File: config.mk
export PLATFORM = sky130hd
export DESIGN_NAME = uart_rx_deframer_flat
export DESIGN_NICKNAME = d
export VERILOG_FILES = /design/src/rtl/uart_pkg.sv /design/src/rtl/uart_rx_deframer_if.sv /design/src/rtl/uart_rx_bit_timer.sv /design/src/rtl/uart_rx_deframer.sv /design/src/flat_wrapper.sv
export SDC_FILE = /design/constraint.sdc
export NUM_CORES = 1
export LEC_CHECK = 0
export CORE_MARGIN = 4
export CORE_UTILIZATION = 25
export CTS_CLUSTER_SIZE = 20
export DETAILED_ROUTE_END_ITERATION = 12
export PLACE_DENSITY = 0.45
export SLEW_MARGIN = 30
export SYNTH_ARGS = -nofsm -noshare
export SYNTH_HDL_FRONTEND = slang
export SYNTH_SLANG_ARGS = --single-unit
File: constraint.sdc
create_clock -name clk -period 2.5 [get_ports clk]
set_input_delay 0.5 -clock clk [delete_from_list [all_inputs] [get_ports clk]]
set_output_delay 0.5 -clock clk [all_outputs]
set_load 0.05 [all_outputs]
File: src/rtl/uart_pkg.sv
// ============================================================================
// Module   : uart_pkg
// Brief    : Shared state encoding and default parameters for the UART
//            receive deframer slice.
// Revision : 1.0  initial release
// ============================================================================
`default_nettype none

package uart_pkg;

  localparam int DEF_DATA_BITS  = 8;
  localparam int DEF_OVERSAMPLE = 8;

  typedef enum logic [2:0] {
    IDLE   = 3'd0,
    START  = 3'd1,
    DATA   = 3'd2,
    PARITY = 3'd3,
    STOP   = 3'd4
  } state_t;

endpackage : uart_pkg

`default_nettype wire

File: src/rtl/uart_rx_deframer_if.sv
// ============================================================================
// Module   : uart_rx_deframer_if
// Brief    : Host-side handshake and status bundle of the UART deframer.
//            parity_err exists only when UART_RX_PARITY_EN is defined.
// Revision : 1.0  initial release
// ============================================================================
`default_nettype none

interface uart_rx_deframer_if
  import uart_pkg::*;
#(
  parameter int DATA_BITS = DEF_DATA_BITS
);

  logic                 rd_ack;
  logic [DATA_BITS-1:0] data;
  logic                 data_valid;
  logic                 frame_err;
  logic                 overrun_err;
  logic                 busy;
`ifdef UART_RX_PARITY_EN
  logic                 parity_err;
`endif

  // Host side: acknowledges bytes and observes status
  modport master (
    output rd_ack,
    input  data,
    input  data_valid,
    input  frame_err,
    input  overrun_err,
`ifdef UART_RX_PARITY_EN
    input  parity_err,
`endif
    input  busy
  );

  // Deframer side
  modport slave (
    input  rd_ack,
    output data,
    output data_valid,
    output frame_err,
    output overrun_err,
`ifdef UART_RX_PARITY_EN
    output parity_err,
`endif
    output busy
  );

endinterface : uart_rx_deframer_if

`default_nettype wire

File: src/rtl/uart_rx_bit_timer.sv
// ============================================================================
// Module   : uart_rx_bit_timer
// Brief    : Counts oversample ticks inside a bit and strobes at the half-bit
//            and full-bit points; clear restarts the count on a tick.
// Revision : 1.0  initial release
// ============================================================================
`default_nettype none

module uart_rx_bit_timer
  import uart_pkg::*;
#(
  parameter int OVERSAMPLE = DEF_OVERSAMPLE
) (
  input  wire logic clk,
  input  wire logic rst,
  input  wire logic baud_tick,
  input  wire logic clear,
  output logic      half_bit,
  output logic      full_bit
);

  localparam int                 c_cnt_w     = $clog2(OVERSAMPLE);
  localparam logic [c_cnt_w-1:0] c_half_last = c_cnt_w'(OVERSAMPLE / 2 - 1);
  localparam logic [c_cnt_w-1:0] c_full_last = c_cnt_w'(OVERSAMPLE - 1);

  logic [c_cnt_w-1:0] r_tick_cnt;

  always_ff @(posedge clk) begin
    if (rst) begin
      r_tick_cnt <= '0;
    end else if (baud_tick) begin
      r_tick_cnt <= clear ? '0 : r_tick_cnt + 1'b1;
    end
  end

  assign half_bit = baud_tick && (r_tick_cnt == c_half_last);
  assign full_bit = baud_tick && (r_tick_cnt == c_full_last);

endmodule : uart_rx_bit_timer

`default_nettype wire

File: src/rtl/uart_rx_deframer.sv
// ============================================================================
// Module   : uart_rx_deframer
// Brief    : UART receive deframer: start detect, mid-bit LSB-first sampling,
//            stop check, valid/ack byte handoff with framing/overrun flags.
// Options  : UART_RX_PARITY_EN adds a parity bit, PARITY_ODD and parity_err.
// Revision : 1.0  initial release
// ============================================================================
`default_nettype none

module uart_rx_deframer
  import uart_pkg::*;
#(
  parameter int DATA_BITS  = DEF_DATA_BITS,
  parameter int OVERSAMPLE = DEF_OVERSAMPLE
`ifdef UART_RX_PARITY_EN
  ,
  parameter bit PARITY_ODD = 1'b0
`endif
) (
  input  wire logic          clk,
  input  wire logic          rst,
  input  wire logic          rxd,
  input  wire logic          baud_tick,
  uart_rx_deframer_if.slave  host
);

  localparam int                    c_bit_cnt_w = $clog2(DATA_BITS) + 1;
  localparam logic [c_bit_cnt_w-1:0] c_last_bit = c_bit_cnt_w'(DATA_BITS - 1);

  state_t                 r_state;
  logic [c_bit_cnt_w-1:0] r_bit_cnt;
  logic [DATA_BITS-1:0]   r_shift;
  logic [DATA_BITS-1:0]   r_data;
  logic                   r_data_valid;
  logic                   r_frame_err;
  logic                   r_overrun_err;
  logic                   r_busy;

  logic w_half_bit;
  logic w_full_bit;
  logic w_clear;
  logic w_par_ok;

  // Tick count is held at zero while idle and restarts at every bit boundary
  assign w_clear = (r_state == IDLE)
                 || ((r_state == START) && w_half_bit)
                 || w_full_bit;

  uart_rx_bit_timer #(
    .OVERSAMPLE (OVERSAMPLE)
  ) u_bit_timer (
    .clk       (clk),
    .rst       (rst),
    .baud_tick (baud_tick),
    .clear     (w_clear),
    .half_bit  (w_half_bit),
    .full_bit  (w_full_bit)
  );

`ifdef UART_RX_PARITY_EN
  logic r_par_bit;
  logic r_parity_err;

  assign w_par_ok = (r_par_bit == ((^r_shift) ^ PARITY_ODD));
`else
  assign w_par_ok = 1'b1;
`endif

  always_ff @(posedge clk) begin
    if (rst) begin
      r_state       <= IDLE;
      r_bit_cnt     <= '0;
      r_shift       <= '0;
      r_data        <= '0;
      r_data_valid  <= 1'b0;
      r_frame_err   <= 1'b0;
      r_overrun_err <= 1'b0;
      r_busy        <= 1'b0;
`ifdef UART_RX_PARITY_EN
      r_par_bit     <= 1'b0;
      r_parity_err  <= 1'b0;
`endif
    end else begin
      r_frame_err   <= 1'b0;
      r_overrun_err <= 1'b0;
`ifdef UART_RX_PARITY_EN
      r_parity_err  <= 1'b0;
`endif
      // A byte loaded at stop below overrides this clear
      if (host.rd_ack) begin
        r_data_valid <= 1'b0;
      end

      if (baud_tick) begin
        case (r_state)
          IDLE: begin
            if (!rxd) begin
              r_state <= START;
              r_busy  <= 1'b1;
            end
          end

          START: begin
            if (w_half_bit) begin
              if (!rxd) begin
                r_state   <= DATA;
                r_bit_cnt <= '0;
              end else begin
                r_state <= IDLE;
                r_busy  <= 1'b0;
              end
            end
          end

          DATA: begin
            if (w_full_bit) begin
              r_shift   <= {rxd, r_shift[DATA_BITS-1:1]};
              r_bit_cnt <= r_bit_cnt + 1'b1;
              if (r_bit_cnt == c_last_bit) begin
`ifdef UART_RX_PARITY_EN
                r_state <= PARITY;
`else
                r_state <= STOP;
`endif
              end
            end
          end

`ifdef UART_RX_PARITY_EN
          PARITY: begin
            if (w_full_bit) begin
              r_par_bit <= rxd;
              r_state   <= STOP;
            end
          end
`endif

          STOP: begin
            if (w_full_bit) begin
              // Leaving at mid-stop lets a following start bit be caught
              r_state <= IDLE;
              r_busy  <= 1'b0;
`ifdef UART_RX_PARITY_EN
              if (!w_par_ok) begin
                r_parity_err <= 1'b1;
              end
`endif
              if (!rxd) begin
                r_frame_err <= 1'b1;
              end else if (w_par_ok) begin
                if (!r_data_valid || host.rd_ack) begin
                  r_data       <= r_shift;
                  r_data_valid <= 1'b1;
                end else begin
                  r_overrun_err <= 1'b1;
                end
              end
            end
          end

          default: begin
            r_state <= IDLE;
            r_busy  <= 1'b0;
          end
        endcase
      end
    end
  end

  assign host.data        = r_data;
  assign host.data_valid  = r_data_valid;
  assign host.frame_err   = r_frame_err;
  assign host.overrun_err = r_overrun_err;
  assign host.busy        = r_busy;
`ifdef UART_RX_PARITY_EN
  assign host.parity_err  = r_parity_err;
`endif

endmodule : uart_rx_deframer

`default_nettype wire

File: src/flat_wrapper.sv
// flat-port wrapper written by rule: the top's interface ports become plain ports
module uart_rx_deframer_flat import uart_pkg::*;
#(
  parameter int DATA_BITS  = DEF_DATA_BITS,
  parameter int OVERSAMPLE = DEF_OVERSAMPLE

)
  (clk, rst, rxd, baud_tick, host_rd_ack, host_data, host_data_valid, host_frame_err, host_overrun_err, host_busy);
  uart_rx_deframer_if #(.DATA_BITS(DATA_BITS)) host_i ();
  input  wire logic clk;
  input  wire logic rst;
  input  wire logic rxd;
  input  wire logic baud_tick;
  input wire logic [$bits(host_i.rd_ack)-1:0] host_rd_ack;
  output wire logic [$bits(host_i.data)-1:0] host_data;
  output wire logic [$bits(host_i.data_valid)-1:0] host_data_valid;
  output wire logic [$bits(host_i.frame_err)-1:0] host_frame_err;
  output wire logic [$bits(host_i.overrun_err)-1:0] host_overrun_err;
  output wire logic [$bits(host_i.busy)-1:0] host_busy;
  assign host_i.rd_ack = host_rd_ack;
  assign host_data = host_i.data;
  assign host_data_valid = host_i.data_valid;
  assign host_frame_err = host_i.frame_err;
  assign host_overrun_err = host_i.overrun_err;
  assign host_busy = host_i.busy;
  uart_rx_deframer #(.DATA_BITS(DATA_BITS), .OVERSAMPLE(OVERSAMPLE)) u_core (.clk(clk), .rst(rst), .rxd(rxd), .baud_tick(baud_tick), .host(host_i));
endmodule
* After elaboration in Yosys (flattened, before gate mapping)
Cells that the tools add are included.
Operators by class: add/sub/neg operators 2, eq/ne operators 13, multiplexer cells 25, bitwise gates (word level) 5, reduce and logical (&&, ||, !) cells 16
Operator list (number):
- $mux W3 | 6
- $mux W1 | 12
- $mux W4 | 3
- $pmux W3 S4 | 1
- $reduce_and A6 Y1 | 2
- $reduce_and A5 Y1 | 2
- $ne A2 B1 Y1 const B | 4
- $pmux W4 S2 | 1
- $eq A3 B2 Y1 const B | 2
- $eq A3 B3 Y1 const B | 2
- $ne A2 B2 Y1 const B | 3
- $not A1 Y1 | 5
- $reduce_or A5 Y1 | 1
- $add A4 B1 Y4 const B | 1
- $eq A4 B3 Y1 const B | 1
- $pmux W1 S4 | 1
- $reduce_or A4 Y1 | 1
- $add A3 B1 Y3 const B | 1
- $eq A3 B1 Y1 const B | 1
- $logic_and A1 B1 Y1 | 3
- $logic_not A3 Y1 | 1
- $logic_or A1 B1 Y1 | 3
- $reduce_and A3 Y1 | 1
- $mux W2 | 1
- other kinds (2) | 2
Word-level totals: flip-flop bits (word level) 30, input port bits 5, output and inout port bits 12, word-level logic and storage cells 70

* Depth between registers and ports, before layout
Gate-level depths: netlist of the first run.
depth after elaboration 7, gate-level depth with buffers 7, mapped depth without buffers 6

* Modules after synthesis
A second synthesis of the first run with hierarchy kept.
Second synthesis, totals: cell total of the unflattened synthesis 146, area total of the unflattened synthesis 1340.0 µm²
Modules (own cells, without submodules):
- uart_rx_deframer | instances 1, cells each 129, area each 1169.9 µm², seq. area each 540.5 µm²
- uart_rx_bit_timer | instances 1, cells each 17, area each 170.2 µm², seq. area each 60.1 µm²

* Worst setup path after synthesis of the first run
OpenSTA, ideal clock, no wires.
kind reg-to-reg, start register u_core.u_bit_timer.r_tick_cnt[0], end register u_core.r_data[0] (netlist: u_core.host.data[0]), library setup time 128 ps, arrival time 1489 ps, required time 2372 ps, setup slack 883 ps, stages on the path, launching flop included 8, path buffers 1, clock period less this slack 1617 ps, cell sequence dfxtp_1 > ha_1 > ha_1 > nand4b_1 > nor4b_2 > buf_4 > mux2i_1 > nor2_1
On the way: longest elaborated chain between the ends 3
RTL lines:
- from (decl) | RTL line uart_rx_bit_timer.sv:26 | logic [c_cnt_w-1:0] r_tick_cnt;
- from (signal assigned) | RTL line uart_rx_bit_timer.sv:32 | r_tick_cnt <= clear ? '0 : r_tick_cnt + 1'b1;
- $eq A3 B3 Y1 | RTL line uart_rx_bit_timer.sv:37 | assign full_bit = baud_tick && (r_tick_cnt == c_full_last);
- $logic_and A1 B1 Y1 | RTL line uart_rx_bit_timer.sv:37
- $reduce_and A5 Y1 (no source line)
- to (signal assigned) | RTL line uart_rx_deframer.sv:152 | r_data <= r_shift;
- to (decl) | RTL line uart_rx_deframer.sv:33 | logic [DATA_BITS-1:0] r_data;
No other way between the ends. A chain may end at the register's enable or synchronous reset.

* Worst setup path after layout of the first run
start register u_core.r_data[7] (netlist: u_core.host.data[7]), end output host_data[7]
RTL lines:
- to (decl) | RTL line flat_wrapper.sv:15 | output wire logic [$bits(host_i.data)-1:0] host_data;
No word-level cell between the ends.

==> summary.md, run 1 <==
| Metric | Value |
|---|---|
| Async S/R FF share, synth | `0` |
| Synth Flop Type | `dfxtp_1` |
| Int Power | `0.725 mW` |
| Sw frac | `0.236` |
| Reg2reg end | `u_core.host.data[3]$_SDFFE_PP0P_` |
| Routed len/inst | `12.0 µm` |
| CTS Buffer Depth | `2` |
| Multi-input gate area in the final layout | `682 µm²` |
| FF+latch count, synth | `30` |
| Syn Nets | `145` |
| Clk sinks | `30` |
| Most frequent cells in the layout | `dfxtp_1, nor2_1, mux2i_1` |
| Cells after Synth | `136` |
| Status | `finished clean` |
| Met1 Usage GRT | `0.120` |
| Worst path required time | `2.00 ns` |
| Top Usage Layer GRT | `met2` |
| Reg area | `601 µm²` |
| First-pass GRT wire length | `4850 µm` |
| Post-CTS Resized | `0` |
| Cell variety after synth | `41` |
| Largest net degree at the start of global routing | `23` |
| Syn. warnings | `0` |
| FF-to-FF setup slack | `0.63 ns` |
| # rows | `26` |
| Fin Clk Skew | `0.00774 ns` |
| Final Slew Violations | `0` |
| Routed Wire Length | `2700 µm` |
| CTS H-tree depth | `2` |
| Die X-Extent | `81.3 µm` |
| Die height | `81.3 µm` |
| Startpoint class of the critical path | `flop` |
| Rel. slew slack | `0.664` |
| GRT met3 Usage | `0.0355` |
| Tightest Pin Transition | `0.502 ns` |
| IO buf count | `16` |
| Critical path cell sequence | `clkdlybuf4s50_1` |
| Setup crit end kind | `primary output` |
| DRC | `0` |
| Crit path DAT | `1.45 ns` |
| Gr usage total | `0.0973` |
| Fmax | `0.513 GHz` |
| Number of cells on the worst hold path | `2` |
| Met2 Usage GRT | `0.149` |
| Worst Path Buf+Inv | `1` |
| Kind of cell with the highest combined delay on the critical path | `buffers and inverters` |
| VDD IR max | `0.232 mV` |
| Die area | `6610 µm²` |
| Number of global-route vias before repair | `1074` |
| RSZ-0062 raised after global routing | `no` |
| GPL Wtd Cong | `0.807` |
| Area Growth Syn to Fin | `23.6%` |
| Clock latency on the worst-skew pair | `0.28 ns` |
| Setup TNS | `0 ns` |
| TritonCTS clock tree | `built` |
| # diodes | `0` |
| Initial core utilization | `0.260` |
| # hold bufs at CTS | `0` |
| Filler Cells Inserted | `547` |
| Clock share of power | `0.431` |
| Commonest non-fill, non-tap cell in the layout | `dfxtp_1` |
| Post-detailed-route count of antenna-violating nets | `0` |
| Final HPWL DP | `1850 µm` |
| Hold path start | `u_core.u_bit_timer.r_tick_cnt[1]$_SDFFE_PP0P_` |
| Fin. Hold Viols | `0` |
| Root Driver | `clkbuf_8` |
| End-of-flow core utilization | `0.321` |
| Router iterations before antenna repair | `4` |
| Worst setup path class | `flop to primary output` |
| Sequential power share | `0.514` |
| Post-synth EDFFs | `0` |
| Clock-pin slew on the worst setup and hold paths | `0.07 ns` |
| Setup Viol. Count Final | `0` |
| Post-synthesis instance area | `1340 µm²` |
| Total gr overflow | `0` |
| CP max stage delay | `0.81 ns` |
| Leak | `0.557 nW` |
| Worst R2R Path Depth | `7` |
| Via count | `1029` |
| Max_cap viols | `0` |
| Layout cells sized above 1 | `0.117` |
| Setup Buffers After CTS | `0` |
| CP max stage cell | `clkdlybuf4s50_1` |
| Antenna violations before repair | `0` |
| Sw Pwr | `0.225 mW` |
| WHS Endpoint | `u_core.u_bit_timer.r_tick_cnt[1]$_SDFFE_PP0P_` |
| Worst min path class | `flop to flop` |
| CTS buffer count | `5` |
| Period utilization | `0.780` |
| Combinational share of power | `0.055` |
| Initial DRC count | `51` |
| Vias per cell | `4.59` |
| Critical path fanouts, max | `2` |
| Syn avg cell area | `9.87 µm²` |
| Worst r2r src | `u_core.u_bit_timer.r_tick_cnt[0]$_SDFFE_PP0P_` |
| # nets final | `162` |
| # IOs | `17` |
| Post-synthesis sequential area ratio | `0.447` |
| Fin crit period | `1.95 ns` |
| Area of the core | `5170 µm²` |
| PD cells | `573 nW/µm²` |
==> stage by stage <==
stage	setup slack (ns)	hold slack, ns	area, µm²	power (mW)	cells
floorplan	0.883	0.460	1340	0.534	136
global placement	0.321	0.472	1560	0.551	216
detailed placement	0.332	0.486	1560	0.551	216
CTS	0.547	0.502	1660	0.962	224
global route	0.411	0.529	1660	0.992	224
finish	0.550	0.498	1660	0.950	224
==> cell families (layout without fill, tap and decap cells) <==
kind of cell,Yosys count,after routing,share of synthesized area
simple gates,51,51,0.221
flops,30,30,0.447
compound gates,19,19,0.107
mux,19,19,0.143
buf+inv,13,31,0.0447
fa+ha+maj,4,4,0.0373
==> layout make-up <==
class,instances,share of cell area
inverter,5,0.0113
tap,70,0.0528
clock inverter,2,0.00754
timing repair buffer,18,0.106
sequential,30,0.362
clock buffer,6,0.0498
multi-input combinational,93,0.411
==> worst max path at each step <==
stage,start,end,slack (ns),cells past startpoint
2_1_floorplan,u_core.u_bit_timer.r_tick_cnt[0]$_SDFFE_PP0P_,u_core.host.data[0]$_SDFFE_PP0P_,0.88,7
3_3_place_gp,baud_tick,u_core.host.data[5]$_SDFFE_PP0P_,0.32,6
3_5_place_dp,rxd,u_core.host.busy$_SDFFE_PP0P_,0.33,5
4_1_cts,u_core.host.data[6]$_SDFFE_PP0P_,host_data[6],0.55,1
5_1_grt,rxd,u_core.host.busy$_SDFFE_PP0P_,0.41,5
6_report,u_core.host.data[7]$_SDFFE_PP0P_,host_data[7],0.55,1
==> power groups by stage <==
stage	sequential [mW]	clock (mW)	combinational, mW
2_1_floorplan	0.501	0	0.0332
3_3_place_gp	0.499	0	0.0521
3_5_place_dp	0.499	0	0.0525
4_1_cts	0.488	0.420	0.0530
5_1_grt	0.489	0.444	0.0591
6_report	0.488	0.409	0.0525
==> state kept, by name, indices dropped and copies added, names as in the netlist <==
signal                         flops
u_core.host.data_valid             1
u_core.r_shift                     8
u_core.host.frame_err              1
u_core.r_bit_cnt                   4
u_core.host.busy                   1
u_core.host.overrun_err            1
u_core.r_state                     3
u_core.host.data                   8
u_core.u_bit_timer.r_tick_cnt      3
==> synth_stat cells, drive strengths merged (2+ instances only) <==
cell type / count / share of area
a211oi: 3 / 0.020
a21oi: 5 / 0.019
a2bb2oi: 2 / 0.013
a311oi: 2 / 0.018
buf: 6 / 0.025
clkbuf: 2 / 0.0056
dfxtp: 30 / 0.45
ha: 4 / 0.037
inv: 5 / 0.014
mux2i: 18 / 0.13
nand2: 4 / 0.011
nand2b: 2 / 0.0093
nand3b: 2 / 0.011
nand4b: 2 / 0.013
nor2: 26 / 0.087
nor3: 3 / 0.015
nor3b: 2 / 0.015
nor4: 2 / 0.0093
nor4b: 2 / 0.018
o21ai: 3 / 0.011
==> routing by layer <==
layer  part of all wire  up-vias  wire length [µm]
met1               0.51      486              1380
met2               0.42       26              1150
met3              0.049        6               132
li1                   -      511                 -
met4              0.014        0                38
met5                  0        -                 0
No activity file was read; power rests on OpenSTA's default activity.
==> run 2: changes to the inputs <==
Settings changed: PLACE_DENSITY 0.45 to 0.47.
Clock period 2.5 ns to 1.7 ns, I/O delays scaled along.
==> run 2 against run 1 <==
  * The run now ends with setup timing left
  * Routed wire length is 19% higher
  * Clock power is 79% higher
  * Non-clock buffer count is 21 higher
  * First-iteration DRC count is 57% higher
  * Design area is 13% higher
  * Sequential cell count stayed put
  * Critical endpoint is now u_core.r_state[2]$_SDFFE_PP0P_
==> summary.md, run 2 (same netlist as run 1, synthesis figures left out) <==
| Metric | Value |
|---|---|
| Tightest Pin Transition | `0.418 ns (-0.0848 ns)` |
| CTS buffer count | `5 (unchanged)` |
| Antenna violations before repair | `0 (unchanged)` |
| Filler Cells Inserted | `515 (-5.9%)` |
| Total power draw | `1.56 mW (+64%)` |
| Period utilization | `1.05` |
| Startpoint class of the critical path | `flop` |
| Fin cells | `244 (+8.9%)` |
| Routed len/inst | `13.1 µm (+9.1%)` |
| Fin crit period | `1.78 ns` |
| IO buf count | `16 (unchanged)` |
| Initial DRC count | `80 (+57%)` |
| Initial core utilization | `0.260 (unchanged)` |
| Die height | `81.3 µm (unchanged)` |
| Crit path DAT | `1.97 ns (+0.52 ns)` |
| Max_cap viols | `0 (unchanged)` |
| Clock-pin slew on the worst setup and hold paths | `0.06 ns (about the same)` |
| Total gr overflow | `0 (unchanged)` |
| Clock latency on the worst-skew pair | `0.27 ns (about the same)` |
| # nets final | `183 (+13%)` |
| Leak | `0.699 nW (+25%)` |
| First-pass GRT wire length | `5150 µm (+6.3%)` |
| Worst setup path class | `flop to flop` |
| Inst Count DP | `234 (+8.3%)` |
| DRC | `0 (unchanged)` |
| Worst min path class | `flop to flop` |
| Vias per cell | `4.58 (-0.26%)` |
| Commonest non-fill, non-tap cell in the layout | `buf_4` |
| TritonCTS clock tree | `built` |
| VDD IR max | `0.433 mV (+86%)` |
| Final HPWL DP | `2140 µm (+16%)` |
| GPL Wtd Cong | `0.766 (-5.2%)` |
| # diodes | `0 (unchanged)` |
| Final instance area | `1880 µm² (+13%)` |
| Kind of cell with the highest combined delay on the critical path | `simple AND/OR/NAND/NOR gates` |
| Setup WS pre-CTS | `-0.249 ns (-0.581 ns)` |
| Setup ws final | `-0.0844 ns (-0.634 ns)` |
| Multi-input gate area in the final layout | `751 µm² (+10%)` |
| Gr usage total | `0.102 (+0.00463)` |
| # hold bufs at CTS | `0 (unchanged)` |
| CP max stage cell | `nor4b_2` |
| Reg area | `603 µm² (+0.42%)` |
| Clk sinks | `30 (unchanged)` |
| Via count | `1118 (+8.6%)` |
| Worst path required time | `1.88 ns (-0.12 ns)` |
| PD cells | `831 nW/µm² (+45%)` |
| Post-detailed-route count of antenna-violating nets | `0 (unchanged)` |
| RSZ-0062 raised after global routing | `yes` |
| Root Driver | `clkbuf_8` |
| Die area | `6610 µm² (unchanged)` |
| Number of global-route vias before repair | `1166 (+8.6%)` |
| CTS H-tree depth | `2 (unchanged)` |
| Rel. slew slack | `0.721 (+0.0569)` |
| Setup crit end kind | `flop` |
| Placed instance area | `1670 µm² (+6.7%)` |
| Final Slew Violations | `0 (unchanged)` |
| Routed Wire Length | `3200 µm (+19%)` |
| End-of-flow core utilization | `0.363 (+0.0418)` |
| # IOs | `17 (unchanged)` |
| Failing checks | `setup timing` |
| Worst Path Buf+Inv | `2 (+1)` |
| Status | `finished with violations` |
| Largest net degree at the start of global routing | `23 (unchanged)` |
| Area Growth Syn to Fin | `39.7%` |
| CP max stage delay | `0.39 ns (-0.42 ns)` |
| Die X-Extent | `81.3 µm (unchanged)` |
| Fin. Hold Viols | `0 (unchanged)` |
| # rows | `26 (unchanged)` |
| Router iterations before antenna repair | `4 (unchanged)` |
| Fin Clk Skew | `0.00412 ns (-0.00361 ns)` |
| Fmax | `0.560 GHz` |
| Most frequent cells in the layout | `buf_4, dfxtp_1, nor2_1` |
| Layout cells sized above 1 | `0.339 (+0.222)` |
| Setup Viol. Count Final | `9 (+9)` |
| Critical path fanouts, max | `4 (+2)` |
| Area of the core | `5170 µm² (unchanged)` |
| Hold Slack | `0.504 ns (+0.00588 ns)` |
| Setup TNS | `-0.263 ns (-0.263 ns)` |
| CTS Buffer Depth | `2 (unchanged)` |
| Critical path cell sequence | `ha_4 > buf_4 > ha_4 > nor4b_2 > a311oi_4 > buf_4 > a211oi_1` |
[run 2: changes by cell type in the layout (fill, tap and decap cells not counted), moves of 2 or more]
cell / before / now
ha_1: 4 / 1
dfxtp_2: 0 / 2
dfxtp_1: 30 / 28
buf_4: 2 / 35
clkdlybuf4s50_1: 16 / 4
ha_4: 0 / 3
[run 2: final timing paths]
kind                                                      start                                to  slack, ns  cells past startpoint
setup / recovery  u_core.u_bit_timer.r_tick_cnt[0]$_SDFFE_PP0P_    u_core.r_state[2]$_SDFFE_PP0P_      -0.08                      7
hold / removal                 u_core.host.data[2]$_SDFFE_PP0P_  u_core.host.data[2]$_SDFFE_PP0P_       0.50                      2
hold reg to reg                u_core.host.data[2]$_SDFFE_PP0P_  u_core.host.data[2]$_SDFFE_PP0P_       0.50                      2
setup reg to reg  u_core.u_bit_timer.r_tick_cnt[0]$_SDFFE_PP0P_    u_core.r_state[2]$_SDFFE_PP0P_      -0.08                      7
[run 2: what timing repair did]
item	CTS	global route
endpoints found under the setup margin	21	18
pin swaps	5	10
setup buffers	0	3
hold endpoints to repair	0	0
resized for setup	6	7
[run 2: routing by layer]
metal  GRT usage  wire (µm)  up-vias
li1            -          -      555
met1       0.116       1400      521
met2       0.163       1570       38
met3      0.0410        208        4
met4      0.0541         32        0
met5           0          0        -
[run 2: cell type report]
cell class                 instances  area share
multi-input combinational         93       0.400
sequential                        30       0.322
timing repair buffer              39       0.161
tap                               70      0.0467
clock buffer                       6      0.0440
clock inverter                     1      0.0160
inverter                           5      0.0100
[run 2: worst reg2reg max path, delay by kind of cell, from the launching register on]
family                   cells  cell delay, ns
AND/OR/NAND/NOR              1            0.39
AO/OA/AOI/OAI                2            0.35
flip-flops                   1            0.34
adder cells (fa/ha/maj)      2            0.32
buffers and inverters        2            0.30
[run 2: power by group]
| group | leakage [nW] | switching [mW] | total, mW | internal, mW |
|---|---|---|---|---|
| Sequential | 0.243 | 0.00815 | 0.717 | 0.709 |
| Clock | 0.0573 | 0.262 | 0.731 | 0.468 |
| Combinational | 0.399 | 0.0576 | 0.111 | 0.0536 |
| Total | 0.699 | 0.328 | 1.56 | 1.23 |
